$ cat config.mk
export PLATFORM = sky130hd
export DESIGN_NAME = team_03_wb_master_flat
export DESIGN_NICKNAME = d
export VERILOG_FILES = /design/src/rtl/team_03_wb_master_if.sv /design/src/rtl/team_03_wb_master.sv /design/src/flat_wrapper.sv
export SDC_FILE = /design/constraint.sdc
export NUM_CORES = 1
export LEC_CHECK = 0
export CAP_MARGIN = 20
export CORE_MARGIN = 2
export CORE_UTILIZATION = 42
export CTS_BUF_LIST = sky130_fd_sc_hd__clkbuf_4 sky130_fd_sc_hd__clkbuf_8
export DETAILED_ROUTE_END_ITERATION = 10
export PLACE_DENSITY = 0.83
export SLEW_MARGIN = 5
export SYNTH_ARGS = -nofsm -noshare
export SYNTH_HDL_FRONTEND = slang
export SYNTH_SLANG_ARGS = --single-unit
$ cat constraint.sdc
create_clock -name clk -period 1.9 [get_ports clk]
set_clock_uncertainty 0.2 [all_clocks]
set_input_delay 0.38 -clock clk [delete_from_list [all_inputs] [get_ports clk]]
set_output_delay 0.38 -clock clk [all_outputs]
set_load 0.05 [all_outputs]
$ cat src/rtl/team_03_wb_master_if.sv
// Wishbone classic signal bundle between the team_03 initiator and the arbiter.
interface team_03_wb_master_if;
  logic [31:0] ADR_O;
  logic [31:0] DAT_O;
  logic [3:0]  SEL_O;
  logic        WE_O;
  logic        STB_O;
  logic        CYC_O;
  logic [31:0] DAT_I;
  logic        ACK_I;

  modport master (
    output ADR_O, DAT_O, SEL_O, WE_O, STB_O, CYC_O,
    input  DAT_I, ACK_I
  );

  modport slave (
    input  ADR_O, DAT_O, SEL_O, WE_O, STB_O, CYC_O,
    output DAT_I, ACK_I
  );
endinterface

$ cat src/rtl/team_03_wb_master.sv
// Single-transfer Wishbone classic initiator: one valid/ready request becomes one
// bus cycle, answered by a one-cycle response pulse carrying read data or a timeout.
module team_03_wb_master #(
  parameter int unsigned TIMEOUT_CYCLES = 255
) (
  input  logic                 clk,
  input  logic                 nrst,
  input  logic                 req_valid,
  output logic                 req_ready,
  input  logic                 req_we,
  input  logic [31:0]          req_adr,
  input  logic [31:0]          req_wdata,
  input  logic [3:0]           req_sel,
  output logic                 rsp_valid,
  output logic                 rsp_err,
  output logic [31:0]          rsp_rdata,
  output logic                 busy,
  team_03_wb_master_if.master  wb
);

  localparam int unsigned CNT_W = (TIMEOUT_CYCLES == 0) ? 1 : $clog2(TIMEOUT_CYCLES + 1);
  localparam logic [CNT_W-1:0] CNT_LAST = CNT_W'(TIMEOUT_CYCLES - 1);

  typedef enum logic {
    IDLE = 1'b0,
    BUS  = 1'b1
  } state_t;

  state_t           state;
  logic [CNT_W-1:0] cnt;
  logic             timeout_hit;

  // Gated with nrst so req_ready stays low while reset is asserted.
  assign req_ready   = (state == IDLE) && nrst;
  assign busy        = (state == BUS);
  assign timeout_hit = (TIMEOUT_CYCLES != 0) && (cnt == CNT_LAST);

  always_ff @(posedge clk or negedge nrst) begin
    if (!nrst) begin
      state     <= IDLE;
      cnt       <= '0;
      wb.ADR_O  <= '0;
      wb.DAT_O  <= '0;
      wb.SEL_O  <= '0;
      wb.WE_O   <= 1'b0;
      wb.STB_O  <= 1'b0;
      wb.CYC_O  <= 1'b0;
      rsp_valid <= 1'b0;
      rsp_err   <= 1'b0;
      rsp_rdata <= '0;
    end else begin
      rsp_valid <= 1'b0;
      case (state)
        IDLE: begin
          if (req_valid && req_ready) begin
            wb.ADR_O <= req_adr;
            wb.DAT_O <= req_wdata;
            wb.SEL_O <= req_sel;
            wb.WE_O  <= req_we;
            wb.STB_O <= 1'b1;
            wb.CYC_O <= 1'b1;
            cnt      <= '0;
            state    <= BUS;
          end
        end
        BUS: begin
          // ACK is tested first so it wins over a simultaneous timeout.
          if (wb.ACK_I) begin
            wb.WE_O   <= 1'b0;
            wb.STB_O  <= 1'b0;
            wb.CYC_O  <= 1'b0;
            state     <= IDLE;
            rsp_valid <= 1'b1;
            rsp_err   <= 1'b0;
            rsp_rdata <= wb.WE_O ? '0 : wb.DAT_I;
          end else if (timeout_hit) begin
            wb.WE_O   <= 1'b0;
            wb.STB_O  <= 1'b0;
            wb.CYC_O  <= 1'b0;
            state     <= IDLE;
            rsp_valid <= 1'b1;
            rsp_err   <= 1'b1;
            rsp_rdata <= '0;
          end else if (cnt != '1) begin
            cnt <= cnt + 1'b1;
          end
        end
        default: state <= IDLE;
      endcase
    end
  end

endmodule

$ cat src/flat_wrapper.sv
// flat-port wrapper written by rule: the top's interface ports become plain ports
module team_03_wb_master_flat 
#(
  parameter int unsigned TIMEOUT_CYCLES = 255
)
  (clk, nrst, req_valid, req_ready, req_we, req_adr, req_wdata, req_sel, rsp_valid, rsp_err, rsp_rdata, busy, wb_ADR_O, wb_DAT_O, wb_SEL_O, wb_WE_O, wb_STB_O, wb_CYC_O, wb_DAT_I, wb_ACK_I);
  team_03_wb_master_if wb_i ();
  input  logic clk;
  input  logic nrst;
  input  logic req_valid;
  output logic req_ready;
  input  logic req_we;
  input  logic [31:0] req_adr;
  input  logic [31:0] req_wdata;
  input  logic [3:0] req_sel;
  output logic rsp_valid;
  output logic rsp_err;
  output logic [31:0] rsp_rdata;
  output logic busy;
  output wire logic [$bits(wb_i.ADR_O)-1:0] wb_ADR_O;
  output wire logic [$bits(wb_i.DAT_O)-1:0] wb_DAT_O;
  output wire logic [$bits(wb_i.SEL_O)-1:0] wb_SEL_O;
  output wire logic [$bits(wb_i.WE_O)-1:0] wb_WE_O;
  output wire logic [$bits(wb_i.STB_O)-1:0] wb_STB_O;
  output wire logic [$bits(wb_i.CYC_O)-1:0] wb_CYC_O;
  input wire logic [$bits(wb_i.DAT_I)-1:0] wb_DAT_I;
  input wire logic [$bits(wb_i.ACK_I)-1:0] wb_ACK_I;
  assign wb_ADR_O = wb_i.ADR_O;
  assign wb_DAT_O = wb_i.DAT_O;
  assign wb_SEL_O = wb_i.SEL_O;
  assign wb_WE_O = wb_i.WE_O;
  assign wb_STB_O = wb_i.STB_O;
  assign wb_CYC_O = wb_i.CYC_O;
  assign wb_i.DAT_I = wb_DAT_I;
  assign wb_i.ACK_I = wb_ACK_I;
  team_03_wb_master #(.TIMEOUT_CYCLES(TIMEOUT_CYCLES)) u_core (.clk(clk), .nrst(nrst), .req_valid(req_valid), .req_ready(req_ready), .req_we(req_we), .req_adr(req_adr), .req_wdata(req_wdata), .req_sel(req_sel), .rsp_valid(rsp_valid), .rsp_err(rsp_err), .rsp_rdata(rsp_rdata), .busy(busy), .wb(wb_i));
endmodule
# Word level (Yosys, flattened, before mapping)
# Cells that the tools add are included.
[classes]
add_sub_neg = 1
n_reduce_logical = 7
n_eq_ne = 7
div = 0
multipliers = 0
n_shift = 0
n_lt_le_gt_ge = 0
muxes = 23
bitwise = 1
[op_table]
columns = ["operator", "count"]
rows = [
  ["32-bit two-way mux", 3],
  ["8-bit two-way mux", 4],
  ["8-bit case mux with 2 select lines", 1],
  ["1-bit two-way mux", 12],
  ["8-bit by 1-bit adder with 8-bit output, second input constant", 1],
  ["8-bit equality test, second input constant", 1],
  ["2-bit inequality test, second input constant", 4],
  ["8-bit inequality test, second input constant", 1],
  ["1-bit case mux with 2 select lines", 3],
  ["2-bit AND reduction", 3],
  ["4-bit AND reduction", 1],
  ["3-bit inequality test, second input constant", 1],
  ["1-bit logical AND", 2],
  ["2-bit nonzero test", 1],
  ["1-bit NOT", 1],
]
[word_totals]
rom_bits = 0
mem_count = 0
out_inout_bits = 107
regBits = 113
latchBits = 0
ramBits = 0

# Longest topological paths before layout
# Gate-level depths: netlist (run 1).
[logic_depth]
word_depth = 5
ltp_mapped = 7

# Worst setup path after synthesis (run 1)
# No wires, ideal clock.
[synth_timing]
path_type = "flip-flop to flip-flop"
startpoint = "register u_core.state, in the netlist u_core.busy"
endpoint = "register u_core.cnt[1]"
path_slack_ns = -0.807
t_arrival_ns = 2.382
stages_incl_launch_ff = 5
cell_sequence = "dfrtp_1 > nor2b_1 > nand2_1 > a21oi_4 > mux2_4"
[synth_via]
elab_chain_len = 5
[synth_rtl]
columns = ["element", "line_no", "text"]
rows = [
  ["start: declaration", "team_03_wb_master.sv:29", "state_t state;"],
  ["start signal: assignment", "team_03_wb_master.sv:40", "state <= IDLE;"],
  ["start signal: assignment", "team_03_wb_master.sv:63", "state <= BUS;"],
  ["start signal: assignment", "team_03_wb_master.sv:72", "state <= IDLE;"],
  ["1-bit NOT (no source line)", "n/a", ""],
  ["1-bit logical AND", "team_03_wb_master.sv:34", "assign req_ready = (state == IDLE) && nrst;"],
  ["net req_ready", "flat_wrapper.sv:11", "output logic req_ready;"],
  ["1-bit logical AND", "team_03_wb_master.sv:55", "if (req_valid && req_ready) begin"],
  ["2-bit inequality test (no source line)", "n/a", ""],
  ["4-bit AND reduction (no source line)", "n/a", ""],
  ["end signal: assignment", "team_03_wb_master.sv:85", "cnt <= cnt + 1'b1;"],
  ["end: declaration", "team_03_wb_master.sv:30", "logic [CNT_W-1:0] cnt;"],
]
# The timed path passes the listed nets, and every way through them passes these cells.
# A chain may end at the register's enable or synchronous reset.

# Final worst setup path (run 1)
[layout_timing]
startpoint = "register u_core.state, in the netlist u_core.busy"
endpoint = "output port req_ready"
[layout_via]
elab_chain_len = 2
[layout_rtl]
columns = ["element", "line_no"]
rows = [
  ["1-bit NOT (no source line)", "n/a"],
  ["1-bit logical AND", "team_03_wb_master.sv:34"],
  ["end: declaration", "flat_wrapper.sv:11"],
]
# No other way between the ends.

==> impl_metrics.csv, run 1 <==
group,metric,value,unit
setup_path,critPathKind,"flop to output port",
cts,cts.clk_slew.worst_paths,80,ps
sta,clock.fmax,542,MHz
finish,finalNetCount,759,
synth,synth-edff-count,0,
cts,htree_levels,4,
hold_path,hold_class,"input pin to asynchronous set/reset pin",
sta,slew_viol_final,0,
finish,area_growth,57.0,%
sta,timing.final.hold_violations,0,
setup_path,cp-end-kind,"output port",
global_routing,first_global_vias,3985,
synth,synth_area_per_cell,10.2,um^2
detailed_routing,ant_nets,0,
sta,finalCritPeriodShare,0.972,
detailed_routing,dr.pass1.iters,4,
floorplanning,dieHeight,106,um
detailed_routing,drc,0,
finish,finalNonFillerCells,801,
floorplanning,rows,37,
finish,final_common_cell,"nand2_1",
power,peakVddDrop,0.586,mV
synth,ys_ff_latch,113,
synth,syn-cell-area,4380,um^2
setup_path,reg2regPathDepth,7,
detailed_routing,wl_per_cell,15.0,um
sta,max_slew.worst_pin.slew,894,ps
floorplanning,initial_utilization,0.428,
synth,syn_nets,536,
detailed_routing,via_count,3883,
global_routing,grt.total_usage,0.218,
detailed_routing,wl,12000,um
setup_path,cp_max_fo,6,
setup_path,arrival,1270,ps
synth,synth_cell_types,33,
detailed_routing,vias_per_cell,4.85,
detailed_routing,first_iter_violations,165,
cts,ctsResizeCount,0,
power,power_leakage,3.49,nW
finish,final_cell_mix,"nand2_1, buf_4, dfrtp_1",
power,p_per_area,1300,nW/um^2
sta,rsz0062_at_grt,"no",
floorplanning,io_pins,212,
finish,drive_above_1_share,0.251,
setup_path,required,1320,ps
sta,setup_viol,0,
setup_path,reg2reg_from,"u_core.cnt[0]",
cts,cts_buffer_depth,2,
global_routing,grt_antenna_before_repair,0,
placed_design,portBuffers,211,
floorplanning,fp.coreArea,10200,um^2
sta,period_minus_slack,1850,ps
finish,finalCoreUtilization,0.672,
setup_path,start_kind,"flop",
cts,clk_latency,430,ps
cts,root_buffer,"clkbuf_8",
setup_path,regToRegEndpoint,"u_core.rsp_rdata[30]",
finish,final_area,6870,um^2
placed_design,place_congestion,0.799,
placed_design,dp_hpwl,8550,um
finish,fillerInstances,790,
floorplanning,fp.dieW,106,um
placed_design,dp.cells,766,
cts,cts_tree,"built",
cts,cts_buffers,17,
synth,async_reset_ff_frac,1.00,
finish,n_antenna_cell,0,
cts,cts.sinks,113,
synth,syn_inst,429,
setup_path,r2r_setup_slack,60,ps
global_routing,grt_max_degree,74,
flow_run,max_cap_violations,0,
global_routing,grt_overflow,0,
status,status,"finished, final reports clean",
sta,relSlewSlack,0.404,
global_routing,grt_pass1_wl,19300,um
synth,ys_warn_count,0,
synth,seq_area_frac_synth,0.646,
synth,synthFlopType,"dfrtp_1",
placed_design,dpl_cell_area,6440,um^2
floorplanning,die_area,11300,um^2
[worst max path at each step]
stage             startpoint              endpoint  slack, ps  cells after the start
6_report         u_core.busy             req_ready         50                      2
5_1_grt        u_core.cnt[0]  u_core.rsp_rdata[25]        0.5                      7
4_1_cts          u_core.busy             req_ready         30                      2
3_5_place_dp       req_valid         u_core.cnt[1]       -140                      5
3_3_place_gp       req_valid         u_core.cnt[1]        -80                      5
2_1_floorplan    u_core.busy         u_core.cnt[1]         20                      4
[what timing repair did]
item | CTS | global route
buffers inserted | 0 | 2
setup endpoints to repair | 0 | 1
endpoints found under the hold margin | 40 | 0
hold buffers | 1 | 0
[routing by layer]
layer  vias to the layer above  track usage  wire, um  part of all wire
li1                       1840            -         -                 -
met1                      1872        0.257      4750              0.40
met2                       147        0.373      6280              0.52
met3                        24       0.0681       725             0.060
met4                         0       0.0836       245             0.020
met5                         -            0         0                 0
[logic make-up after synthesis]
logic type,count (synthesis),share of synthesized area
AOI/OAI and AO/OA,55,0.102
adders and majority gates,2,0.00572
buffers and inverters,27,0.0317
DFF,113,0.646
and+or+nand+nor,231,0.211
muxes,1,0.00343
[per-stage QoR]
step	hold slack, ps	TNS [ps]	power [mW]	setup slack [ps]
5_1_grt	74.9	0	9.35	0.549
2_1_floorplan	-116	0	5.45	18.0
3_5_place_dp	263	-964	6.74	-135
3_3_place_gp	258	-238	6.67	-82.7
4_1_cts	39.3	0	9.02	31.3
6_report	2.05	0	8.96	53.5
[registers in the layout, indices dropped and copies added, names as in the netlist]
signal / flops
u_core.wb.WE_O: 1
u_core.rsp_valid: 1
u_core.rsp_rdata: 32
u_core.cnt: 8
u_core.rsp_err: 1
u_core.wb.CYC_O: 1
u_core.wb.ADR_O: 32
u_core.busy: 1
u_core.wb.DAT_O: 32
u_core.wb.SEL_O: 4
[area by class of cell]
cell class | count | area [um^2] | share of cell area
clock buffer | 20 | 269 | 0.0391
multi-input combinational | 289 | 1430 | 0.208
timing repair buffer | 227 | 2030 | 0.295
tap | 136 | 170 | 0.0248
inverter | 4 | 15.0 | 0.00218
clock inverter | 12 | 134 | 0.0195
sequential | 113 | 2830 | 0.412
[Yosys cell counts (2+ instances only)]
library cell | count | area [um^2]
nand2_1 | 211 | 792
dfrtp_1 | 113 | 2830
a22o_1 | 32 | 280
clkbuf_1 | 15 | 56.3
a31oi_1 | 5 | 31.3
nand3_1 | 5 | 25.0
buf_6 | 4 | 45.0
o21ai_1 | 4 | 20.0
a21oi_1 | 3 | 15.0
buf_2 | 3 | 15.0
inv_1 | 3 | 11.3
nor2_1 | 3 | 11.3
nor2b_1 | 3 | 18.8
o21ai_0 | 3 | 15.0
a21o_1 | 2 | 15.0
ha_1 | 2 | 25.0
nand2b_1 | 2 | 12.5
[report_power, final]
group / internal [mW] / leakage (nW) / switching (mW)
clock network: 1.25 / 0.191 / 1.01
registers: 2.90 / 1.42 / 0.322
logic: 1.13 / 1.87 / 2.34
[critical path: stages, from the launching register on]
cell	delay, ps
dfrtp_2	490
nor2b_4	200
buf_12	150
Note: power is estimated with default switching activity, not from simulation.
==> run 2, diff against run 1 <==
- CELL_PAD_IN_SITES_DETAIL_PLACEMENT: unset -> 0
- CELL_PAD_IN_SITES_GLOBAL_PLACEMENT: unset -> 1
- CORE_UTILIZATION: 42 -> 31
- MAX_ROUTING_LAYER: unset -> met4
- PLACE_DENSITY: 0.83 -> unset
- PLACE_DENSITY_LB_ADDON: unset -> 0.1
==> run 2 against run 1 <==
- sequential cell count did not move
- count of clock-buffer cells in the layout stayed put
- die area up 34%
- core utilization down 16 points
- global-route usage shrank 5.2 points
- total power rose by 4.9%
- critical path type unchanged
- worst setup slack improved by 18 ps
- routed wire length is 0.39% higher
- final cell count is 5.7% higher
- non-clock buffer count increased by 3
- via count fell by 3.2%
- largest power group unchanged
- fmax is 0.96% higher
==> impl_metrics.csv, run 2 (synthesis gave the netlist of run 1 again) <==
group,metric,value,unit
status,status,"finished, final reports clean",
setup_path,cp_max_fo,10,
floorplanning,initial_utilization,0.317,
setup_path,start_kind,"flop",
placed_design,dpl_cell_area,6550,um^2
detailed_routing,vias_per_cell,4.44,
floorplanning,fp.dieW,123,um
finish,n_antenna_cell,0,
placed_design,place_congestion,0.745,
sta,slew_viol_final,0,
power,peakVddDrop,0.663,mV
detailed_routing,wl_met1,5320,um
global_routing,grt_overflow,0,
detailed_routing,ant_nets,0,
global_routing,grt.total_usage,0.166,
sta,period_minus_slack,1830,ps
cts,cts.clk_slew.worst_paths,60,ps
finish,final_area,7060,um^2
setup_path,crit_path_start,"u_core.busy",
cts,cts_buffers,17,
finish,final_common_cell,"nand2_1",
sta,finalCritPeriodShare,0.963,
cts,cts_buffer_depth,2,
global_routing,grt_antenna_before_repair,0,
detailed_routing,highest_layer,"met4",
finish,reg_top3,"u_core.rsp_rdata: 32 flops, u_core.wb.ADR_O: 32 flops, u_core.wb.DAT_O: 32 flops",
floorplanning,io_pins,212,
sta,timing.final.hold_violations,0,
sta,setup_viol,0,
sta,clock.fmax,547,MHz
sta,max_slew.worst_pin.slew,452,ps
power,power_leakage,3.56,nW
setup_path,cp-end-kind,"output port",
power,p_per_area,1330,nW/um^2
cts,clk_latency,420,ps
cts,htree_levels,4,
floorplanning,dieHeight,123,um
hold_path,hold_class,"flop to flop",
placed_design,portBuffers,211,
detailed_routing,wl_met2,5790,um
setup_path,arrival,1250,ps
cts,cts_tree,"built",
flow_run,max_cap_violations,0,
setup_path,required,1320,ps
global_routing,grt_pass1_wl,18500,um
finish,area_growth,61.4,%
setup_path,reg2regPathDepth,7,
finish,drive_above_1_share,0.256,
setup_path,reg2reg_from,"u_core.cnt[0]",
floorplanning,rows,43,
global_routing,grt_max_degree,87,
placed_design,dp_hpwl,8300,um
finish,final_cell_mix,"nand2_1, buf_4, dfrtp_1",
sta,relSlewSlack,0.699,
sta,whs,274,ps
detailed_routing,via_count,3758,
cts,cts.sinks,113,
sta,rsz0062_at_grt,"no",
detailed_routing,first_iter_violations,171,
detailed_routing,wl_met3,798,um
cts,root_buffer,"clkbuf_8",
detailed_routing,wl,12000,um
setup_path,r2r_setup_slack,130,ps
detailed_routing,dr.pass1.iters,6,
detailed_routing,drc,0,
detailed_routing,wl_per_cell,14.2,um
setup_path,crit_path_end,"busy",
setup_path,critPathKind,"flop to output port",
floorplanning,die_area,15100,um^2
global_routing,first_global_vias,3568,
setup_path,regToRegEndpoint,"u_core.rsp_rdata[5]",
floorplanning,fp.coreArea,13800,um^2
finish,finalNetCount,762,
run 2: cell count changes in the layout (fill, tap and decap cells not counted), sizes merged:
cell	change
clkinvlp	-3
clkinv	-1
buf	+3
bufinv	+4
inv	-1
run 2: where the power goes:
group | switching, mW | total, mW | leakage [nW] | internal, mW
Combinational | 2.33 | 3.49 | 1.90 | 1.16
Sequential | 0.320 | 3.22 | 1.42 | 2.90
Clock | 0.948 | 2.69 | 0.235 | 1.74
Total | 3.59 | 9.40 | 3.56 | 5.81
run 2: repair_timing:
action | CTS | global route
setup buffers | 0 | 3
setup endpoints to repair | 0 | 32
hold buffers | 1 | 0
resized for setup | 0 | 2
hold endpoints to repair | 113 | 0
run 2: routing by layer:
layer,vias to the layer above,global-route usage
met5,-,-
met4,0,0.0524
met3,10,0.0562
met2,120,0.254
met1,1782,0.208
li1,1846,-
run 2: worst min path at each step:
stage	startpoint	end	slack, ps	cells after the start
6_report	u_core.wb.DAT_O[10]	u_core.wb.DAT_O[10]	270	2
5_1_grt	req_wdata[30]	u_core.wb.DAT_O[30]	250	3
4_1_cts	req_wdata[24]	u_core.wb.DAT_O[24]	240	3
3_5_place_dp	u_core.wb.DAT_O[8]	u_core.wb.DAT_O[8]	260	2
3_3_place_gp	u_core.wb.DAT_O[22]	u_core.wb.DAT_O[22]	260	2
2_1_floorplan	nrst	u_core.busy	-120	0
run 2: critical path: stages (launching register included):
cell	delay [ps]
dfrtp_2	470
buf_4	210
buf_12	160
run 2: layout make-up:
| class | instances | area (um^2) |
|---|---|---|
| sequential | 113 | 2830 |
| multi-input combinational | 289 | 1430 |
| timing repair buffer | 230 | 2090 |
| inverter | 4 | 15.0 |
| clock inverter | 11 | 210 |
| tap | 180 | 225 |
| fill | 1261 | 6760 |
| clock buffer | 20 | 263 |
run 2: stage by stage:
stage,TNS (ps),total power [mW],worst slack (ps),instances,utilization
floorplan,0,5.45,18.0,429,-
detailed placement,-413,6.76,-78.6,812,0.474
CTS,0,9.51,27.6,844,0.509
global placement,-293,6.72,-84.0,812,0.474
finish,0,9.40,71.0,847,0.511
global route,0,9.86,0.311,847,0.511
==> run 3, diff against run 2 <==
--- a/config.mk
+++ b/config.mk
@@ -6,4 +6,5 @@
 export NUM_CORES = 1
 export LEC_CHECK = 0
+export ABC_CLOCK_PERIOD_IN_PS = 1900
 export CAP_MARGIN = 20
 export CELL_PAD_IN_SITES_DETAIL_PLACEMENT = 0
==> constraint.sdc (replaced) <==
create_clock -name clk -period 1.9 [get_ports clk]
set_clock_uncertainty 0.2 [all_clocks]
set_input_delay 0.285 -clock clk [delete_from_list [all_inputs] [get_ports clk]]
set_output_delay 0.285 -clock clk [all_outputs]
set_load 0.05 [all_outputs]
==> run 3 against run 2 <==
- fmax grew 0.82%
- critical path depth grew 6
- final cell count shrank 0.24%
- highest routed layer unchanged
==> impl_metrics.csv, run 3 (synthesis gave the netlist of run 1 again) <==
group,metric,value,unit
power,peakVddDrop,0.460,mV
flow_run,max_cap_violations,0,
placed_design,dp.cells,812,
placed_design,dpl_cell_area,6530,um^2
detailed_routing,dr.pass1.iters,4,
floorplanning,fp.dieW,123,um
cts,cts_buffers,17,
sta,timing.final.hold_violations,0,
finish,finalCoreUtilization,0.504,
sta,setup_viol,0,
floorplanning,rows,43,
power,intPower,5.42,mW
finish,area_growth,59.1,%
power,seqPwrFrac,0.360,
detailed_routing,ant_nets,0,
finish,finalNetCount,761,
finish,n_antenna_cell,0,
finish,final_cell_mix,"nand2_1, buf_4, dfrtp_1",
global_routing,grt.total_usage,0.169,
detailed_routing,first_iter_violations,167,
cts,clk_latency,420,ps
sta,finalCritPeriodShare,0.955,
power,power_leakage,3.52,nW
cts,root_buffer,"clkbuf_8",
detailed_routing,wl,12200,um
sta,clock.fmax,551,MHz
detailed_routing,vias_per_cell,4.49,
setup_path,start_kind,"flop",
finish,finalNonFillerCells,845,
power,switchingPower,3.54,mW
floorplanning,dieHeight,123,um
floorplanning,fp.coreArea,13800,um^2
floorplanning,die_area,15100,um^2
sta,period_minus_slack,1810,ps
global_routing,grt_max_degree,39,
setup_path,cp_max_fo,7,
cts,cts_tree,"built",
floorplanning,io_pins,212,
global_routing,first_global_vias,3898,
cts,cts_buffer_depth,2,
status,status,"finished, final reports clean",
cts,htree_levels,4,
placed_design,place_congestion,0.767,
power,combinationalPowerShare,0.385,
finish,final_common_cell,"nand2_1",
power,clockPowerShare,0.255,
placed_design,portBuffers,211,
detailed_routing,via_count,3798,
placed_design,dp_hpwl,8480,um
power,p_total,8.97,mW
global_routing,grt_pass1_wl,19000,um
sta,max_slew.worst_pin.slew,509,ps
setup_path,cp-end-kind,"flop",
setup_path,required,2040,ps
global_routing,grt_antenna_before_repair,0,
detailed_routing,drc,0,
setup_path,critPathKind,"flop to flop",
finish,reg_top3,"u_core.rsp_rdata: 32 flops, u_core.wb.ADR_O: 32 flops, u_core.wb.DAT_O: 32 flops",
setup_path,arrival,1950,ps
power,p_per_area,1290,nW/um^2
floorplanning,initial_utilization,0.317,
sta,slew_viol_final,0,
hold_path,hold_depth,3,
finish,final_area,6960,um^2
sta,relSlewSlack,0.660,
power,swShare,0.395,
setup_path,reg2regPathDepth,8,
finish,drive_above_1_share,0.253,
hold_path,hold_class,"input pin to flop",
global_routing,grt_overflow,0,
cts,cts.clk_slew.worst_paths,60,ps
sta,tns,0,ps
cts,cts.sinks,113,
detailed_routing,wl_per_cell,14.4,um
==> run 3: worst paths after layout <==
check                                    from  slack [ps]             endpoint
max reg2reg                     u_core.cnt[0]          90        u_core.cnt[5]
max                             u_core.cnt[0]          90        u_core.cnt[5]
min                               req_adr[20]         180  u_core.wb.ADR_O[20]
min reg2reg                u_core.wb.DAT_O[1]         270   u_core.wb.DAT_O[1]
min in group asynchronous                nrst         200  u_core.wb.ADR_O[15]
max in group asynchronous                nrst         430  u_core.wb.ADR_O[21]
==> run 3: area by class of cell <==
class	count	area, um^2
Timing Repair Buffer	229	2050
Tap cell	180	225
Inverter	4	15.0
Multi-Input combinational cell	289	1430
Sequential cell	113	2830
Clock buffer	25	332
Clock inverter	5	75.1
Fill cell	1331	6860
==> run 3: through the flow <==
step	setup WS, ps	hold WS [ps]
floorplan	18.0	-211
global placement	15.6	-64.8
detailed placement	-7.84	-60.6
CTS	77.9	144
global route	-9.28	161
finish	85.9	180
==> run 3: worst max-delay path: stages, from the launching register on <==
cell	delay [ps]
dfrtp_1	390
inv_1	100
ha_1	170
nand3_2	110
nor2_4	200
buf_4	150
a21oi_4	60
buf_4	170
a31oi_1	180
==> run 3: power groups by stage <==
stage	sequential, mW	clock, mW	combinational (mW)
after detailed placement	3.26	0	3.49
after floorplan	4.86	0	0.589
after CTS	3.23	2.37	3.49
after global routing	3.30	2.49	3.65
after global placement	3.24	0	3.47
final	3.23	2.28	3.46
==> run 3: per-layer routing <==
| layer | vias up | GRT usage | routed length (um) |
|---|---|---|---|
| met3 | 17 | 0.0520 | 794 |
| met5 | - | - | 0 |
| met4 | 0 | 0.0654 | 203 |
| li1 | 1841 | - | - |
| met1 | 1820 | 0.205 | 5190 |
| met2 | 120 | 0.266 | 5980 |
==> run 3: timing repair <==
action	4_1_cts	5_1_grt
endpoints found under the setup margin	0	31
setup buffers	0	2
hold endpoints to repair	113	0
hold buffers	1	0
gates resized for setup	0	1
